$ cat src/rtl/mem_port_arbiter.sv
`default_nettype none
// ============================================================================
// Module   : mem_port_arbiter
// Purpose  : Shares one data-memory port between queued stores and loads,
//            with starvation protection and store-to-load hazard blocking.
// Revision : 1.0
// ============================================================================
module mem_port_arbiter #(
    parameter int ADDR_W       = 32,
    parameter int DATA_W       = 32,
    parameter int ROB_W        = 6,
    parameter int SQ_DEPTH     = 4,
    parameter int STARVE_LIMIT = 4
) (
    input  logic              clock,
    input  logic              reset,
    input  logic              store_valid,
    input  logic [ADDR_W-1:0] store_addr,
    input  logic [DATA_W-1:0] store_data,
    input  logic [ROB_W-1:0]  store_rob,
    output logic              store_full,
    output logic              store_overflow,
    input  logic              load_valid,
    input  logic [ADDR_W-1:0] load_addr,
    input  logic [ROB_W-1:0]  load_rob,
    output logic              load_accept,
    output logic              mem_req,
    output logic              mem_we,
    output logic [ADDR_W-1:0] mem_addr,
    output logic [DATA_W-1:0] mem_wdata,
    input  logic              mem_ready,
    input  logic [DATA_W-1:0] mem_rdata,
    output logic              load_done,
    output logic [DATA_W-1:0] load_data,
    output logic [ROB_W-1:0]  load_rob_out,
    output logic              store_done,
    output logic [ROB_W-1:0]  store_rob_out
);

    localparam int c_ptr_w = (SQ_DEPTH > 1) ? $clog2(SQ_DEPTH) : 1;
    localparam int c_cnt_w = c_ptr_w + 1;
    localparam int c_stv_w = $clog2(STARVE_LIMIT + 1);

    localparam logic [c_cnt_w-1:0] c_depth        = c_cnt_w'(SQ_DEPTH);
    localparam logic [c_stv_w-1:0] c_starve_limit = c_stv_w'(STARVE_LIMIT);

    localparam logic [1:0] c_s_idle   = 2'd0;
    localparam logic [1:0] c_s_l_wait = 2'd1;
    localparam logic [1:0] c_s_s_wait = 2'd2;

    logic [ADDR_W-1:0]  r_sq_addr [SQ_DEPTH];
    logic [DATA_W-1:0]  r_sq_data [SQ_DEPTH];
    logic [ROB_W-1:0]   r_sq_rob  [SQ_DEPTH];
    logic [c_ptr_w-1:0] r_head;
    logic [c_ptr_w-1:0] r_tail;
    logic [c_cnt_w-1:0] r_count;
    logic [c_stv_w-1:0] r_starve;
    logic [1:0]         r_state;
    logic [1:0]         w_state_next;
    logic               r_overflow;
    logic [ROB_W-1:0]   r_load_rob;
    logic               r_mem_req;
    logic               r_mem_we;
    logic [ADDR_W-1:0]  r_mem_addr;
    logic [DATA_W-1:0]  r_mem_wdata;
    logic               r_load_done;
    logic [DATA_W-1:0]  r_load_data;
    logic [ROB_W-1:0]   r_load_rob_out;
    logic               r_store_done;
    logic [ROB_W-1:0]   r_store_rob_out;

    logic [SQ_DEPTH-1:0] w_hit;
    logic               w_blocked;
    logic               w_queue_empty;
    logic               w_starve_ok;
    logic               w_load_grant;
    logic               w_store_grant;
    logic               w_pop;
    logic               w_push;
    logic               w_drop;

    // An entry is live when its distance from head is below the count.
    generate
        for (genvar i = 0; i < SQ_DEPTH; i++) begin : g_hazard
            logic [c_ptr_w-1:0] w_offset;
            assign w_offset = c_ptr_w'(i) - r_head;
            assign w_hit[i] = ({1'b0, w_offset} < r_count) &&
                              (r_sq_addr[i][ADDR_W-1:2] == load_addr[ADDR_W-1:2]);
        end
    endgenerate

    assign w_blocked     = |w_hit;
    assign w_queue_empty = (r_count == '0);
    assign w_starve_ok   = w_queue_empty || (r_starve < c_starve_limit);
    assign w_pop         = (r_state == c_s_s_wait) && mem_ready;
    assign w_push        = store_valid && ((r_count != c_depth) || w_pop);
    assign w_drop        = store_valid && !w_push;

    always_comb begin
        w_state_next  = r_state;
        w_load_grant  = 1'b0;
        w_store_grant = 1'b0;
        case (r_state)
            c_s_idle: begin
                if (load_valid && !w_blocked && w_starve_ok) begin
                    w_load_grant = 1'b1;
                    w_state_next = c_s_l_wait;
                end else if (!w_queue_empty) begin
                    w_store_grant = 1'b1;
                    w_state_next  = c_s_s_wait;
                end
            end
            c_s_l_wait, c_s_s_wait: begin
                if (mem_ready) begin
                    w_state_next = c_s_idle;
                end
            end
            default: w_state_next = c_s_idle;
        endcase
    end

    always_ff @(posedge clock) begin
        if (reset) begin
            r_state <= c_s_idle;
        end else begin
            r_state <= w_state_next;
        end
    end

    // Queue payload needs no reset: only entries inside the count are read.
    always_ff @(posedge clock) begin
        if (w_push) begin
            r_sq_addr[r_tail] <= store_addr;
            r_sq_data[r_tail] <= store_data;
            r_sq_rob[r_tail]  <= store_rob;
        end
    end

    always_ff @(posedge clock) begin
        if (reset) begin
            r_head          <= '0;
            r_tail          <= '0;
            r_count         <= '0;
            r_starve        <= '0;
            r_overflow      <= 1'b0;
            r_load_rob      <= '0;
            r_mem_req       <= 1'b0;
            r_mem_we        <= 1'b0;
            r_mem_addr      <= '0;
            r_mem_wdata     <= '0;
            r_load_done     <= 1'b0;
            r_load_data     <= '0;
            r_load_rob_out  <= '0;
            r_store_done    <= 1'b0;
            r_store_rob_out <= '0;
        end else begin
            r_load_done  <= 1'b0;
            r_store_done <= 1'b0;
            if (w_push) begin
                r_tail <= r_tail + 1'b1;
            end
            if (w_pop) begin
                r_head <= r_head + 1'b1;
            end
            if (w_push && !w_pop) begin
                r_count <= r_count + 1'b1;
            end else if (w_pop && !w_push) begin
                r_count <= r_count - 1'b1;
            end
            if (w_drop) begin
                r_overflow <= 1'b1;
            end
            if (w_load_grant) begin
                r_mem_req  <= 1'b1;
                r_mem_we   <= 1'b0;
                r_mem_addr <= load_addr;
                r_load_rob <= load_rob;
                if (!w_queue_empty && (r_starve < c_starve_limit)) begin
                    r_starve <= r_starve + 1'b1;
                end
            end
            if (w_store_grant) begin
                r_mem_req   <= 1'b1;
                r_mem_we    <= 1'b1;
                r_mem_addr  <= r_sq_addr[r_head];
                r_mem_wdata <= r_sq_data[r_head];
                r_starve    <= '0;
            end
            if ((r_state == c_s_l_wait) && mem_ready) begin
                r_mem_req      <= 1'b0;
                r_load_done    <= 1'b1;
                r_load_data    <= mem_rdata;
                r_load_rob_out <= r_load_rob;
            end
            if (w_pop) begin
                r_mem_req       <= 1'b0;
                r_store_done    <= 1'b1;
                r_store_rob_out <= r_sq_rob[r_head];
            end
        end
    end

    assign load_accept    = w_load_grant && !reset;
    assign store_full     = (r_count == c_depth);
    assign store_overflow = r_overflow;
    assign mem_req        = r_mem_req;
    assign mem_we         = r_mem_we;
    assign mem_addr       = r_mem_addr;
    assign mem_wdata      = r_mem_wdata;
    assign load_done      = r_load_done;
    assign load_data      = r_load_data;
    assign load_rob_out   = r_load_rob_out;
    assign store_done     = r_store_done;
    assign store_rob_out  = r_store_rob_out;

endmodule
`default_nettype wire

$ cat config.mk
export PLATFORM = sky130hd
export DESIGN_NAME = mem_port_arbiter
export DESIGN_NICKNAME = d
export VERILOG_FILES = /design/src/rtl/mem_port_arbiter.sv
export SDC_FILE = /design/constraint.sdc
export NUM_CORES = 1
export LEC_CHECK = 0
export CAP_MARGIN = 20
export CORE_MARGIN = 2
export CORE_UTILIZATION = 30
export CTS_BUF_LIST = sky130_fd_sc_hd__clkbuf_2 sky130_fd_sc_hd__clkbuf_4 sky130_fd_sc_hd__clkbuf_8
export DETAILED_ROUTE_END_ITERATION = 12
export GPL_ROUTABILITY_DRIVEN = 0
export GPL_TIMING_DRIVEN = 0
export SLEW_MARGIN = 30
export SYNTH_ARGS = -nofsm -noshare
export SYNTH_HDL_FRONTEND = slang
export SYNTH_SLANG_ARGS = --single-unit
$ cat constraint.sdc
create_clock -name clock -period 5.35 [get_ports clock]
set_clock_uncertainty 0.1 [all_clocks]
set_input_delay 1.07 -clock clock [delete_from_list [all_inputs] [get_ports clock]]
set_output_delay 1.07 -clock clock [all_outputs]
set_load 0.02 [all_outputs]
==> results by group, run 1 <==
Global routing
  • Total grt overflow: 0
  • Vias in the first global route: 11900
  • Total GRT Usage: 17.3%
  • Largest net degree at the start of global routing: 35
  • First-pass GRT wire length: 75400 um
  • Initial antenna violation count: 10

Routing
  • Vias/cell: 4.76
  • Routed WL per cell: 21.6 um
  • Initial drt markers: 749
  • Drc violations: 0
  • Detailed Routing Iterations Pass 1: 5
  • Routed Wire Length: 51500 um
  • Antenna-violating nets left: 0
  • Via Count: 11300

Logic synthesis
  • Most used DFF post-synth: edfxtp_1
  • Cells after Synth: 1250
  • Synthesized flop and latch total: 413
  • Mean Syn Cell Area: 13.7 um2
  • Ys Warns: 0
  • Cell variety after synth: 45
  • Top cells by area, synth: edfxtp_1 (49%), dfxtp_1 (16%), mux4_2 (9.2%), xnor2_1 (3.7%), a21oi_1 (2.7%)
  • Yosys top cell area share: 49.0%
  • Async SR Flop Fraction: 0%
  • Number of synthesized flops with an enable pin: 280
  • Post-Syn Nets: 1409
  • Leading area contributor after synthesis: edfxtp_1
  • Sequential-to-total area share from yosys stat: 64.5%
  • Post-synth design cell area: 0.0172 mm2

Clocking
  • CTS clk-pin slew, worst paths: 0.06 ns
  • Worst skew pair latency: 0.64 ns
  • Clk sink count: 413
  • Clk root buf: clkbuf_8
  • Clock buffer depth: 3
  • CTS tree: built
  • CTS buffer count: 76
  • H-tree Lvls: 3

Floorplan
  • Rows: 87
  • Die H: 243 um
  • Starting Density: 30.4%
  • Die ar.: 0.0591 mm2
  • CORE AREA: 0.0565 mm2
  • Horiz. Die Dim: 243 um
  • Ports: 260

Placed design
  • HPWL Detailed: 36600 um
  • Port buffer count: 229
  • Placed inst area: 0.0206 mm2

Power
  • Switching pwr: 0.00344 W
  • Power Total: 0.0105 W
  • Switching part of the total power: 32.7%
  • Peak VDD IR: 0.202 mV
  • Internal: 0.00709 W
  • PwrDens: 473 mW/mm2
  • Cell leakage power: 7.35 nW
  • Sequential Power Share: 40.2%
  • Clock Power Share: 31.0%
  • Comb pwr share: 28.8%

Hold path
  • Min-Delay Endpoint: mem_addr[2]
  • Worst Hold Class: flip-flop to flip-flop
  • Hold Path Depth: 2
  • Min-delay src: mem_addr[2]

Layout
  • Final net count: 1723
  • P&R area growth vs syn: 29.7%
  • Fin area: 0.0223 mm2
  • Fraction of layout cells with a size suffix above 1: 17.2%
  • Fillers: 5317

Run
  • MaxCap Viol Count: 0

Timing
  • Slew @ Worst Pin: 0.844 ns
  • Setup TNS: 0 ns
  • RSZ-0062 raised after global routing: false
  • Period utilisation layout: 94.6%
  • Post-layout min period: 5.06 ns
  • Highest clock rate: 0.198 GHz
  • Pins Over Slew Limit: 0
  • Final Hold Viols: 0
  • Slew Limit Headroom: 43.7%
  • Setup Viol. Count Final: 0

Critical path
  • WP data arrival: 3.89 ns
  • Reg2Reg Setup Slack: 1.39 ns
  • FF-to-FF End: mem_addr[9]
  • CP endpoint kind: output port
  • Startpoint types: flip-flop
  • Max FO, Critical Path: 10
  • WP data required: 4.18 ns
  • R2R depth: 12
  • CP Class: flip-flop to output port
  • Origin of the critical flop-to-flop path: r_head[1]

Outcome
  • Outcome: finished clean
final cells by class:
class / instances / area (um2) / area share [%]
Timing Repair Buffer: 237 / 2460 / 11.0
Sequential cell: 413 / 11100 / 49.8
Clock inverter: 21 / 233 / 1.05
Antenna cell: 1 / 2.50 / 0.0112
Tap cell: 756 / 946 / 4.25
Buffer: 99 / 445 / 2.00
Inverter: 46 / 173 / 0.776
Multi-Input combinational cell: 691 / 5500 / 24.7
Clock buffer: 118 / 1420 / 6.40
synth_stat cells, drive strengths merged, types with 2 or more instances:
| library cell | number |
|---|---|
| mux4 | 70 |
| a211oi | 31 |
| a21oi | 93 |
| a21boi | 2 |
| o31a | 2 |
| mux2 | 30 |
| clkbuf | 72 |
| nor3 | 4 |
| nand3 | 38 |
| xnor2 | 73 |
| nand2 | 104 |
| ha | 13 |
| nor4 | 11 |
| a41o | 4 |
| o211a | 2 |
| inv | 45 |
| a2111o | 2 |
| dfxtp | 133 |
| o21ai | 37 |
| nand4 | 20 |
| and2 | 6 |
| or3 | 4 |
| edfxtp | 280 |
| xor2 | 52 |
| a2111oi | 5 |
| buf | 28 |
| nor2 | 79 |
per-stage QoR:
stage / setup WS, ns / cells / util [%] / hold slack [ns]
after global placement: -1.65 / 2235 / 36.1 / 0.340
final: 0.291 / 2382 / 39.4 / 0.352
after floorplan: 1.15 / 1250 / - / 0.328
after CTS: 0.167 / 2381 / 39.4 / 0.354
after detailed placement: 0.0196 / 2243 / 36.4 / 0.342
after global routing: 0.0841 / 2382 / 39.4 / 0.370
cells in the final DEF, fill, tap and decap left out, drive strengths merged, types with 37 or more instances in the layout:
master and count:
a21oi 93, clkbuf 191, clkdlybuf4s50 228, dfxtp 133
edfxtp 280, inv 49, mux4 70, nand2 104
nand3 38, nor2 79, o21ai 37, xnor2 73
xor2 52
repair_timing:
item,CTS,global route
setup buffers,0,0
gates resized for setup,6,0
hold buffers,0,0
setup endpoints to repair,1,0
cell families after synthesis:
kind of cell | after synthesis | synth area share, %
fa+ha+maj | 14 | 1.06
simple gates | 268 | 6.81
buf+inv | 146 | 3.54
xor+xnor | 125 | 6.38
compound gates | 183 | 6.42
mux | 101 | 11.2
flops | 413 | 64.5
power groups by stage:
stage / Sequential [W] / Clock [W] / Combinational, W
after global placement: 0.00431 / 0 / 0.00298
after CTS: 0.00423 / 0.00336 / 0.00308
after floorplan: 0.00452 / 0 / 0.00143
after global routing: 0.00428 / 0.00349 / 0.00329
after detailed placement: 0.00429 / 0 / 0.00307
final: 0.00423 / 0.00326 / 0.00303
registers in the layout, indices dropped and copies added (netlist names), 2 cells and up, named ones only:
signal and count:
r_sq_addr 128, r_sq_data 128, load_data 32, mem_addr 32, mem_wdata 32, r_sq_rob 24, load_rob_out 6, r_load_rob 6
store_rob_out 6, r_count 3, r_starve 3, r_head 2, r_state 2, r_tail 2
routing by layer:
metal,GRT usage (%),wire length (um),vias up
met5,0,107,-
met3,5.37,3480,101
li1,-,-,5202
met4,5.86,1310,16
met1,22.0,22200,5674
met2,27.9,24500,334
how the worst max path moves through the flow:
stage	cells after the start	endpoint	start
after floorplan	5	r_sq_addr[0][0]	mem_ready
after global placement	6	r_sq_data[2][26]	mem_ready
after detailed placement	15	load_accept	r_head[0]
after CTS	14	load_accept	r_head[1]
after global routing	14	load_accept	r_head[1]
final	14	load_accept	r_head[1]
worst max-delay path: stages (launching register included):
cell	delay, ns
dfxtp_2	0.42
buf_4	0.25
xnor2_2	0.17
inv_1	0.07
ha_1	0.18
a2111o_1	0.42
a2111oi_2	0.37
nand4_1	0.17
and4_1	0.21
buf_6	0.16
buf_6	0.16
buf_6	0.16
nand2_1	0.10
nor2_1	0.07
dlygate4sd2_1	0.35
(Power assumes the default switching activity.)
==> run 2: changes to the inputs <==
--- a/config.mk
+++ b/config.mk
@@ -12,6 +12,7 @@
 export DETAILED_ROUTE_END_ITERATION = 12
 export GPL_ROUTABILITY_DRIVEN = 0
 export GPL_TIMING_DRIVEN = 0
+export PLACE_DENSITY = 0.61
 export SLEW_MARGIN = 30
 export SYNTH_ARGS = -nofsm -noshare
 export SYNTH_HDL_FRONTEND = slang
==> run 2 against run 1 <==
  * Clock power shrank 6%
  * Sequential share of layout area grew 0.20 points
  * First-iteration DRC count shrank 8.7%
  * Die area is the same
  * Setup slack lost 0.036 ns
  * Core utilization shrank 0.16 points
  * Final cell count grew 0.17%
  * Count of clock-buffer cells in the layout is the same
  * Via count grew 0.85%
  * Sequential power is essentially flat
==> results by group, run 2 (synthesis gave the netlist of run 1 again) <==
Layout
  • Largest regs: r_sq_addr (128), r_sq_data (128)
  • Fillers: 5361 (+0.83%)
  • P&R area growth vs syn: 29.2%
  • Fraction of layout cells with a size suffix above 1: 17.3% (+0.030 points)
  • Commonest non-fill, non-tap cell in the layout: edfxtp_1
  • Final net count: 1723 (unchanged)
  • Most frequent cells in the layout: edfxtp_1 (280), clkdlybuf4s50_1 (228), dfxtp_1 (132)

Power
  • Peak VDD IR: 0.233 mV (+15%)
  • PwrDens: 466 mW/mm2 (-1.5%)
  • Clock Power Share: 29.8% (-1.2 points)
  • Switching pwr: 0.00345 W (+0.21%)
  • Sequential Power Share: 40.9% (+0.7 points)
  • Comb pwr share: 29.3% (+0.5 points)
  • Switching part of the total power: 33.4% (+0.68 points)
  • Internal: 0.00688 W (-2.8%)
  • Cell leakage power: 7.31 nW (-0.58%)
  • Power Total: 0.0103 W (-1.8%)

Timing
  • Post-layout min period: 5.09 ns (+0.0359 ns)
  • Final worst setup slack: 0.255 ns (-0.0359 ns)
  • Slew Limit Headroom: 40.0% (-3.7 points)
  • Slew @ Worst Pin: 0.900 ns (+0.0558 ns)
  • Setup TNS: 0 ns (unchanged)
  • Pins Over Slew Limit: 0 (unchanged)
  • Highest clock rate: 0.196 GHz (-0.70%)
  • Setup Viol. Count Final: 0 (unchanged)
  • RSZ-0062 raised after global routing: false
  • Period utilisation layout: 95.2% (+0.67 points)
  • Final Hold Viols: 0 (unchanged)

Hold path
  • Worst Hold Class: flip-flop to flip-flop
  • Min-delay src: mem_addr[13]
  • Hold Path Depth: 2 (unchanged)

Critical path
  • WP data required: 4.18 ns (about the same)
  • Most used cell, CP: buf_6
  • CP max stage delay: 0.43 ns (about the same)
  • CP Class: flip-flop to output port
  • Critical path cell sequence: buf_4 > xnor2_2 > inv_1 > ha_1 > a2111o_1 > a2111oi_2 > nand4_1 > and4_1 > buf_6 > buf_6 > buf_6 > nand2_1 > nor2_1 > dlygate4sd2_1
  • CP endpoint kind: output port
  • Startpoint types: flip-flop
  • Origin of the critical flop-to-flop path: r_head[0]
  • Slowest library cell on the worst path: a2111o_1
  • Critical Path Source: r_head[0]
  • Max FO, Critical Path: 16 (+6)
  • R2R depth: 12 (unchanged)
  • Reg2Reg Setup Slack: 1.52 ns (+0.13 ns)
  • WP data arrival: 3.92 ns (+0.03 ns)

Routing
  • Initial drt markers: 684 (-8.7%)
  • Detailed Routing Iterations Pass 1: 6 (+1)
  • Vias/cell: 4.79 (+0.68%)
  • Antenna-violating nets left: 0 (unchanged)
  • Routed Wire Length: 51500 um (about the same)
  • Routed WL per cell: 21.6 um (-0.22%)
  • Drc violations: 0 (unchanged)
  • Via Count: 11400 (+0.85%)

Floorplan
  • Rows: 87 (unchanged)
  • CORE AREA: 0.0565 mm2 (unchanged)
  • Die H: 243 um (unchanged)
  • Horiz. Die Dim: 243 um (unchanged)
  • Ports: 260 (unchanged)
  • Die ar.: 0.0591 mm2 (unchanged)
  • Starting Density: 30.4% (unchanged)

Clocking
  • CTS resizes: 5 (-1)
  • Worst skew pair latency: 0.65 ns (about the same)
  • CTS tree: built
  • Clock buffer depth: 3 (unchanged)
  • H-tree Lvls: 3 (unchanged)
  • Clk sink count: 413 (unchanged)
  • Post-CTS Setup Repair Bufs: 0 (unchanged)
  • Post-CTS Hold Buffers: 0 (unchanged)
  • CTS clk-pin slew, worst paths: 0.05 ns (about the same)
  • Clk root buf: clkbuf_8
  • CTS buffer count: 76 (unchanged)

Placed design
  • HPWL Detailed: 36700 um (+0.43%)
  • Pre-CTS setup slack: -0.0687 ns (-0.0883 ns)
  • Port buffer count: 229 (unchanged)

Global routing
  • Total GRT Usage: 17.3% (about the same)
  • Total grt overflow: 0 (unchanged)
  • Initial antenna violation count: 10 (unchanged)
  • First-pass GRT wire length: 75600 um (+0.29%)
  • Vias in the first global route: 11800 (-0.36%)
  • Largest net degree at the start of global routing: 35 (unchanged)

Outcome
  • Outcome: finished clean

Run
  • MaxCap Viol Count: 0 (unchanged)
==> run 2: cell count changes in the layout (fill, tap and decap cells not counted), sizes merged <==
cell	before	now
diode	1	2
buf	34	33
clkbuf	191	192
clkinv	14	20
clkinvlp	0	1
bufinv	4	0
==> run 2: area by class of cell <==
| class | count | area [um2] | share of cell area, % |
|---|---|---|---|
| antenna | 2 | 5.00 | 0.0226 |
| inverter | 46 | 173 | 0.779 |
| buffer | 99 | 449 | 2.03 |
| timing repair buffer | 237 | 2470 | 11.1 |
| sequential | 413 | 11100 | 50.0 |
| clock buffer | 118 | 1410 | 6.37 |
| clock inverter | 24 | 143 | 0.644 |
| multi-input combinational | 691 | 5500 | 24.8 |
| tap | 756 | 946 | 4.27 |
==> run 2: worst paths after layout <==
| check | to |
|---|---|
| setup / recovery | load_accept |
| hold / removal | mem_addr[13] |
| setup reg to reg | mem_addr[16] |
| hold reg to reg | mem_addr[13] |
==> run 2: layer usage <==
metal / routed length [um] / global-route usage (%)
met1: 21800 / 21.3
met2: 25000 / 29.1
met3: 3480 / 4.80
met4: 1120 / 5.83
met5: 96 / 0
==> run 2: critical path: cells and delay by family, from the launching register on <==
kind	cells	cell delay, ns
xor gates and xnor gates	1	0.20
buffers and inverters	6	1.22
AOI/OAI and AO/OA	2	0.82
DFF	1	0.31
and+or+nand+nor	4	0.54
adders and majority gates	1	0.18
==> run 2: stage by stage <==
step	hold WS, ns	instance area, um2	instances	util [%]
finish	0.350	22200	2386	39.2
global route	0.364	22200	2386	39.2
CTS	0.353	22100	2384	39.2
detailed placement	0.341	20600	2243	36.4
global placement	0.340	20400	2235	36.1
floorplan	0.328	17200	1250	-
==> run 2: power groups by stage <==
stage	clock, W	combinational (W)	sequential, W
after floorplan	0	0.00143	0.00452
after global placement	0	0.00296	0.00431
after detailed placement	0	0.00306	0.00429
after CTS	0.00317	0.00307	0.00423
after global routing	0.00331	0.00327	0.00428
final	0.00308	0.00303	0.00423
